--- src/rtl/apb_req_arbiter_if.sv ---
// Requester and APB bus bundle for apb_req_arbiter.
// master = arbiter side, slave = requesters plus APB slave side.
interface apb_req_arbiter_if #(
  parameter int ADDR_W = 4,
  parameter int DATA_W = 32
);
  logic              req0;
  logic              wr0;
  logic [ADDR_W-1:0] addr0;
  logic [DATA_W-1:0] wdata0;
  logic              done0;
  logic [DATA_W-1:0] rdata0;
  logic              err0;

  logic              req1;
  logic              wr1;
  logic [ADDR_W-1:0] addr1;
  logic [DATA_W-1:0] wdata1;
  logic              done1;
  logic [DATA_W-1:0] rdata1;
  logic              err1;

  logic              PSEL;
  logic              PENABLE;
  logic              PWRITE;
  logic [ADDR_W-1:0] PADDR;
  logic [DATA_W-1:0] PWDATA;
  logic [DATA_W-1:0] PRDATA;
  logic              PREADY;

  modport master (
    input  req0, wr0, addr0, wdata0,
    output done0, rdata0, err0,
    input  req1, wr1, addr1, wdata1,
    output done1, rdata1, err1,
    output PSEL, PENABLE, PWRITE, PADDR, PWDATA,
    input  PRDATA, PREADY
  );

  modport slave (
    output req0, wr0, addr0, wdata0,
    input  done0, rdata0, err0,
    output req1, wr1, addr1, wdata1,
    input  done1, rdata1, err1,
    input  PSEL, PENABLE, PWRITE, PADDR, PWDATA,
    output PRDATA, PREADY
  );
endinterface

--- src/rtl/apb_req_arbiter.sv ---
// Two-requester round-robin APB master; one transfer at a time, all outputs registered.
// Optional ACCESS-phase timeout enabled by defining APB_TIMEOUT_EN.
module apb_req_arbiter #(
  parameter int ADDR_W         = 4,
  parameter int DATA_W         = 32,
  parameter int TIMEOUT_CYCLES = 16
) (
  input logic                PCLK,
  input logic                PRESET,
  apb_req_arbiter_if.master  bus
);

  typedef enum logic [1:0] {
    S_IDLE   = 2'd0,
    S_SETUP  = 2'd1,
    S_ACCESS = 2'd2
  } state_t;

  state_t            r_state;
  state_t            w_next;
  logic              r_ptr;
  logic              r_owner;
  logic              r_psel;
  logic              r_penable;
  logic              r_pwrite;
  logic [ADDR_W-1:0] r_paddr;
  logic [DATA_W-1:0] r_pwdata;
  logic              r_done0;
  logic              r_done1;
  logic [DATA_W-1:0] r_rdata0;
  logic [DATA_W-1:0] r_rdata1;

  logic w_elig0;
  logic w_elig1;
  logic w_grant;
  logic w_port;
  logic w_complete;

`ifdef APB_TIMEOUT_EN
  localparam logic [7:0] TCNT_LAST = 8'(TIMEOUT_CYCLES - 1);
  logic [7:0] r_tcnt;
  logic       r_err0;
  logic       r_err1;
  logic       w_abort;

  always_ff @(posedge PCLK) begin
    if (PRESET) begin
      r_tcnt <= 8'd0;
    end else if (r_state == S_SETUP) begin
      r_tcnt <= 8'd0;
    end else if (r_state == S_ACCESS && !bus.PREADY) begin
      r_tcnt <= r_tcnt + 8'd1;
    end
  end
`else
  logic [7:0] w_unused_timeout;
  assign w_unused_timeout = 8'(TIMEOUT_CYCLES);
`endif

  always_ff @(posedge PCLK) begin
    if (PRESET) r_state <= S_IDLE;
    else        r_state <= w_next;
  end

  // A requester whose done is still high has not had a chance to drop req yet.
  always_comb begin
    w_elig0    = bus.req0 & ~r_done0;
    w_elig1    = bus.req1 & ~r_done1;
    w_next     = r_state;
    w_grant    = 1'b0;
    w_port     = r_ptr;
    w_complete = 1'b0;
`ifdef APB_TIMEOUT_EN
    w_abort    = 1'b0;
`endif
    unique case (r_state)
      S_IDLE: begin
        if (w_elig0 || w_elig1) begin
          w_grant = 1'b1;
          w_port  = (w_elig0 && w_elig1) ? r_ptr : w_elig1;
          w_next  = S_SETUP;
        end
      end
      S_SETUP: w_next = S_ACCESS;
      S_ACCESS: begin
        if (bus.PREADY) begin
          w_complete = 1'b1;
          w_next     = S_IDLE;
        end
`ifdef APB_TIMEOUT_EN
        else if (r_tcnt == TCNT_LAST) begin
          w_abort = 1'b1;
          w_next  = S_IDLE;
        end
`endif
      end
      default: w_next = S_IDLE;
    endcase
  end

  always_ff @(posedge PCLK) begin
    if (PRESET) begin
      r_ptr     <= 1'b0;
      r_owner   <= 1'b0;
      r_psel    <= 1'b0;
      r_penable <= 1'b0;
      r_pwrite  <= 1'b0;
      r_paddr   <= '0;
      r_pwdata  <= '0;
      r_done0   <= 1'b0;
      r_done1   <= 1'b0;
      r_rdata0  <= '0;
      r_rdata1  <= '0;
    end else begin
      r_done0   <= 1'b0;
      r_done1   <= 1'b0;
      r_psel    <= (w_next != S_IDLE);
      r_penable <= (w_next == S_ACCESS);
      if (w_grant) begin
        r_owner  <= w_port;
        r_pwrite <= w_port ? bus.wr1    : bus.wr0;
        r_paddr  <= w_port ? bus.addr1  : bus.addr0;
        r_pwdata <= w_port ? bus.wdata1 : bus.wdata0;
        if (w_elig0 && w_elig1) r_ptr <= ~w_port;
      end
      if (w_complete) begin
        if (r_owner) begin
          r_done1 <= 1'b1;
          if (!r_pwrite) r_rdata1 <= bus.PRDATA;
        end else begin
          r_done0 <= 1'b1;
          if (!r_pwrite) r_rdata0 <= bus.PRDATA;
        end
      end
`ifdef APB_TIMEOUT_EN
      if (w_abort) begin
        if (r_owner) r_done1 <= 1'b1;
        else         r_done0 <= 1'b1;
      end
`endif
    end
  end

`ifdef APB_TIMEOUT_EN
  always_ff @(posedge PCLK) begin
    if (PRESET) begin
      r_err0 <= 1'b0;
      r_err1 <= 1'b0;
    end else begin
      r_err0 <= w_abort & ~r_owner;
      r_err1 <= w_abort &  r_owner;
    end
  end
  assign bus.err0 = r_err0;
  assign bus.err1 = r_err1;
`else
  assign bus.err0 = 1'b0;
  assign bus.err1 = 1'b0;
`endif

  assign bus.PSEL    = r_psel;
  assign bus.PENABLE = r_penable;
  assign bus.PWRITE  = r_pwrite;
  assign bus.PADDR   = r_paddr;
  assign bus.PWDATA  = r_pwdata;
  assign bus.done0   = r_done0;
  assign bus.done1   = r_done1;
  assign bus.rdata0  = r_rdata0;
  assign bus.rdata1  = r_rdata1;

endmodule
--- src/flat_wrapper.sv ---
// flat-port wrapper written by rule: the top's interface ports become plain ports
module apb_req_arbiter_flat 
#(
  parameter int ADDR_W         = 4,
  parameter int DATA_W         = 32,
  parameter int TIMEOUT_CYCLES = 16
)
  (PCLK, PRESET, bus_req0, bus_wr0, bus_addr0, bus_wdata0, bus_done0, bus_rdata0, bus_err0, bus_req1, bus_wr1, bus_addr1, bus_wdata1, bus_done1, bus_rdata1, bus_err1, bus_PSEL, bus_PENABLE, bus_PWRITE, bus_PADDR, bus_PWDATA, bus_PRDATA, bus_PREADY);
  apb_req_arbiter_if #(.ADDR_W(ADDR_W), .DATA_W(DATA_W)) bus_i ();
  input logic PCLK;
  input logic PRESET;
  input wire logic [$bits(bus_i.req0)-1:0] bus_req0;
  input wire logic [$bits(bus_i.wr0)-1:0] bus_wr0;
  input wire logic [$bits(bus_i.addr0)-1:0] bus_addr0;
  input wire logic [$bits(bus_i.wdata0)-1:0] bus_wdata0;
  output wire logic [$bits(bus_i.done0)-1:0] bus_done0;
  output wire logic [$bits(bus_i.rdata0)-1:0] bus_rdata0;
  output wire logic [$bits(bus_i.err0)-1:0] bus_err0;
  input wire logic [$bits(bus_i.req1)-1:0] bus_req1;
  input wire logic [$bits(bus_i.wr1)-1:0] bus_wr1;
  input wire logic [$bits(bus_i.addr1)-1:0] bus_addr1;
  input wire logic [$bits(bus_i.wdata1)-1:0] bus_wdata1;
  output wire logic [$bits(bus_i.done1)-1:0] bus_done1;
  output wire logic [$bits(bus_i.rdata1)-1:0] bus_rdata1;
  output wire logic [$bits(bus_i.err1)-1:0] bus_err1;
  output wire logic [$bits(bus_i.PSEL)-1:0] bus_PSEL;
  output wire logic [$bits(bus_i.PENABLE)-1:0] bus_PENABLE;
  output wire logic [$bits(bus_i.PWRITE)-1:0] bus_PWRITE;
  output wire logic [$bits(bus_i.PADDR)-1:0] bus_PADDR;
  output wire logic [$bits(bus_i.PWDATA)-1:0] bus_PWDATA;
  input wire logic [$bits(bus_i.PRDATA)-1:0] bus_PRDATA;
  input wire logic [$bits(bus_i.PREADY)-1:0] bus_PREADY;
  assign bus_i.req0 = bus_req0;
  assign bus_i.wr0 = bus_wr0;
  assign bus_i.addr0 = bus_addr0;
  assign bus_i.wdata0 = bus_wdata0;
  assign bus_done0 = bus_i.done0;
  assign bus_rdata0 = bus_i.rdata0;
  assign bus_err0 = bus_i.err0;
  assign bus_i.req1 = bus_req1;
  assign bus_i.wr1 = bus_wr1;
  assign bus_i.addr1 = bus_addr1;
  assign bus_i.wdata1 = bus_wdata1;
  assign bus_done1 = bus_i.done1;
  assign bus_rdata1 = bus_i.rdata1;
  assign bus_err1 = bus_i.err1;
  assign bus_PSEL = bus_i.PSEL;
  assign bus_PENABLE = bus_i.PENABLE;
  assign bus_PWRITE = bus_i.PWRITE;
  assign bus_PADDR = bus_i.PADDR;
  assign bus_PWDATA = bus_i.PWDATA;
  assign bus_i.PRDATA = bus_PRDATA;
  assign bus_i.PREADY = bus_PREADY;
  apb_req_arbiter #(.ADDR_W(ADDR_W), .DATA_W(DATA_W), .TIMEOUT_CYCLES(TIMEOUT_CYCLES)) u_core (.PCLK(PCLK), .PRESET(PRESET), .bus(bus_i));
endmodule
--- config.mk ---
export PLATFORM = sky130hd
export DESIGN_NAME = apb_req_arbiter_flat
export DESIGN_NICKNAME = d
export VERILOG_FILES = /design/src/rtl/apb_req_arbiter_if.sv /design/src/rtl/apb_req_arbiter.sv /design/src/flat_wrapper.sv
export SDC_FILE = /design/constraint.sdc
export NUM_CORES = 1
export LEC_CHECK = 0
export CAP_MARGIN = 5
export CORE_UTILIZATION = 56
export DETAILED_ROUTE_END_ITERATION = 10
export DONT_BUFFER_PORTS = 1
export GPL_TIMING_DRIVEN = 0
export PLACE_DENSITY = 0.71
export SYNTH_ARGS = -nofsm -noshare
export SYNTH_HDL_FRONTEND = slang
export SYNTH_SLANG_ARGS = --single-unit
--- constraint.sdc ---
create_clock -name PCLK -period 1.9 [get_ports PCLK]
set_clock_uncertainty 0.2 [all_clocks]
set_input_delay 0 -clock PCLK [delete_from_list [all_inputs] [get_ports PCLK]]
set_output_delay 0 -clock PCLK [all_outputs]
set_load 0.01 [all_outputs]
==> metrics.cfg <==
[run]
cap_violations=0

[layout]
nFillCells=475
seq_area_um2=2185
fin_nets=769
syn2layout_area_growth_pct=34.43
num_antenna_cells=0
drive_gt1_share_pct=15.54
multi_input_area_um2=1931

[drt]
wl_met3_um=1503
post-route-drc-count=0
viasPerCell=5.774
wirelength_um=14200
dr.pass1.iters=5
ant_nets=0
wl_per_cell_um=18.56
initialDrtViolationCount=165
drt-met1-wl_um=5036
wl_met2_um=7194
top_layer=met4
via_count=4417

[power_and_ir_drop]
powerDensity_nw_per_um2=803.1
p_comb_share_pct=19.6
pwr-share-seq_pct=53.1
p_total_uw=4905
switching_share_pct=30.69
max-vdd-ir-drop_mv=0.6701
p_int_uw=3399
pwr-share-clk_pct=27.3
leakage_uw=0.002141
switchingPower_uw=1505

[min_path]
min_from=PRESET
hold_depth=2
timing.hold.worst_endpoint=u_core.bus.done1
hp-class=in -> reg

[synthesis]
yosys-top-cells-area=dfxtp_1, nand2_1, o221ai_2
synth_cells=529
synth_compound_area_share_pct=19.72
synth-adder-area-share_pct=0
synth_top_area_share_pct=48.03
synth-simple-area-share_pct=21.95
synthArstFlopShare_pct=0
synth_xor_area_share_pct=0.1928
synth_top_family_by_area=simple AND/OR/NAND/NOR gates
avgSynthCellArea_um2=8.588
synth_top_cell_by_area=dfxtp_1
ys_types=31
synthesis.area_um2=4543
ys_seq_area_share_pct=48.03
synth_edf_count=0
synth_most_common_cell=nand2_1
dominantRegCellSynth=dfxtp_1
ys_warn_count=0
ys_seq_elements=109
yosys-top-cells-count=nand2_1, dfxtp_1, a21oi_1
synth_mux_area_share_pct=0

[critical_path]
max_stage_delay_ns=0.32
arrival_ns=1.90
startpoint_type=register
r2r_setup_slack_ns=0.04
rr_worst_depth=7
cp_top_family=simple AND/OR/NAND/NOR gates
path_max_fanout=10
worst-path-buf-inv=3
path_cells=buf_6 -> or2_4 -> o21ai_2 -> and2_1 -> buf_6 -> buf_8 -> o221ai_2
path_class=reg -> reg
r2r-end=u_core.bus.PWDATA[23]
end_kind=register
r2r_start=u_core.r_state[0]
worst-endpoint-required_ns=1.94
cp_slowest_cell=dfxtp_1
crit_top_cell=buf_6

[status]
status=completed

[timing]
fmax_mhz=537.7
hold_viol=0
rsz0062_at_grt=true
tightest_slew_ns=0.5907
timing.slew.headroom_pct=60.62
setup_violations=0
setup_slack_ns=0.04029
final_max_slew_viol_count=0
period_share_pct=97.88
min_period_ns=1.860

[placement]
io_buffers=0
routabilityCongestion=0.7906
dp_hpwl_um=8487
place_ws_ns=-0.08948

[floorplan]
die_width_um=92.07
die_h_um=92.07
pin_count=218
initial_utilization_pct=58.49
fp.coreArea_um2=7767
std_cell_rows=32
dieArea_um2=8477

[global_routing]
grt_max_degree=19
track_usage_pct=33.06
gr-total-overflow=0
grt_pass1_wl_um=22160
antenna_found_initial=0
grt_pass1_vias=4594

[clock_tree]
clkLatencyLatePin_ns=0.36
cts_max_level=3
cts_made_buffers=9
cts_root_buffer=clkbuf_8
clk_path_buf_depth=2
cts_tree=built
cts.sinks=109
path_clk_slew_ns=0.10

==> through the flow <==
| step | cell area [um2] | setup TNS (ns) | hold WS (ns) | utilization [%] | cells |
|---|---|---|---|---|---|
| after floorplan | 4547 | 0 | -0.06402 | - | 530 |
| after global placement | 4674 | -0.05799 | -0.06232 | 60.18 | 632 |
| after detailed placement | 4674 | -0.1501 | -0.05762 | 60.18 | 632 |
| after CTS | 5963 | 0 | 0.04076 | 76.77 | 758 |
| after global routing | 6107 | -0.1705 | 0.07970 | 78.62 | 765 |
| final | 6107 | 0 | 0.03926 | 78.62 | 765 |
==> worst register-to-register path, cell delays in order (launching register included) <==
cell and delay, ns:
dfxtp_1 0.32, buf_6 0.14, or2_4 0.28, o21ai_2 0.20, and2_1 0.17, buf_6 0.14
buf_8 0.16, o221ai_2 0.12
==> flip-flops by register name, summed over array words and instances, names as in the netlist <==
register and flops:
u_core.bus.PWRITE 1, u_core.bus.PSEL 1, u_core.bus.PADDR 4, u_core.bus.done1 1, u_core.bus.rdata1 32, u_core.r_owner 1
u_core.bus.PWDATA 32, u_core.bus.rdata0 32, u_core.bus.PENABLE 1, u_core.bus.done0 1, u_core.r_state 2, u_core.r_ptr 1
==> cell usage in the layout (no fill, tap or decap), types with 2 or more instances in the layout <==
cell type      instances
clkinv_4               2
buf_2                 13
nand2_1              166
nand2b_1               3
clkbuf_8              10
inv_1                 38
conb_1                 2
buf_4                 13
nand4_1               37
a21oi_1               66
nor2_1                 3
buf_6                 15
clkinvlp_4             2
dfxtp_1              107
clkbuf_1               9
o221ai_1               7
o221ai_2              30
a21o_1                 2
nor3_1                 2
dfxtp_2                2
dlygate4sd3_1        109
buf_8                  3
==> layout make-up <==
type	instances	share of cell area [%]
flip-flops and latches	109	35.77
multi-input cells	334	31.61
repair buffers	117	18.85
plain buffers	49	6.331
inverters	38	2.336
clock buffers	10	2.254
well taps	102	2.090
clock inverters	6	0.7580
==> cells by family after synthesis <==
| group | Yosys count |
|---|---|
| compound gates | 109 |
| simple gates | 222 |
| xor+xnor | 1 |
| flops | 109 |
| other cells | 1 |
| buf+inv | 87 |
==> metal layers <==
layer	vias up	GRT usage, %
met1	2057	34.34
met5	-	0
met4	0	15.76
li1	2056	-
met3	49	12.85
met2	255	58.15
==> worst max path at each step <==
stage | end | cells after the start | slack (ns) | start
2_1_floorplan | u_core.bus.PWDATA[10] | 7 | 0.21 | u_core.r_state[0]
3_3_place_gp | u_core.bus.PWDATA[11] | 6 | -0.06 | u_core.bus.done0
3_5_place_dp | u_core.bus.PWDATA[11] | 6 | -0.09 | u_core.bus.done0
4_1_cts | u_core.bus.PWDATA[21] | 6 | 0.006 | u_core.bus.done0
5_1_grt | u_core.bus.PWDATA[30] | 7 | -0.02 | u_core.r_state[0]
6_report | u_core.bus.PWDATA[23] | 7 | 0.04 | u_core.r_state[0]
==> power by group through the flow <==
stage | Clock [uW] | Combinational (uW) | Sequential [uW]
2_1_floorplan | 0 | 525 | 2610
3_3_place_gp | 0 | 619 | 2640
3_5_place_dp | 0 | 641 | 2650
4_1_cts | 1330 | 842 | 2600
5_1_grt | 1450 | 1030 | 2620
6_report | 1340 | 961 | 2610
==> what timing repair did <==
action,4_1_cts,5_1_grt
hold endpoints to repair,108,0
hold buffers,110,0
endpoints found under the setup margin,10,64
resized for setup,2,33
pin swaps,0,2
buffers inserted,0,8
Power figures use the tool's default switching activity.
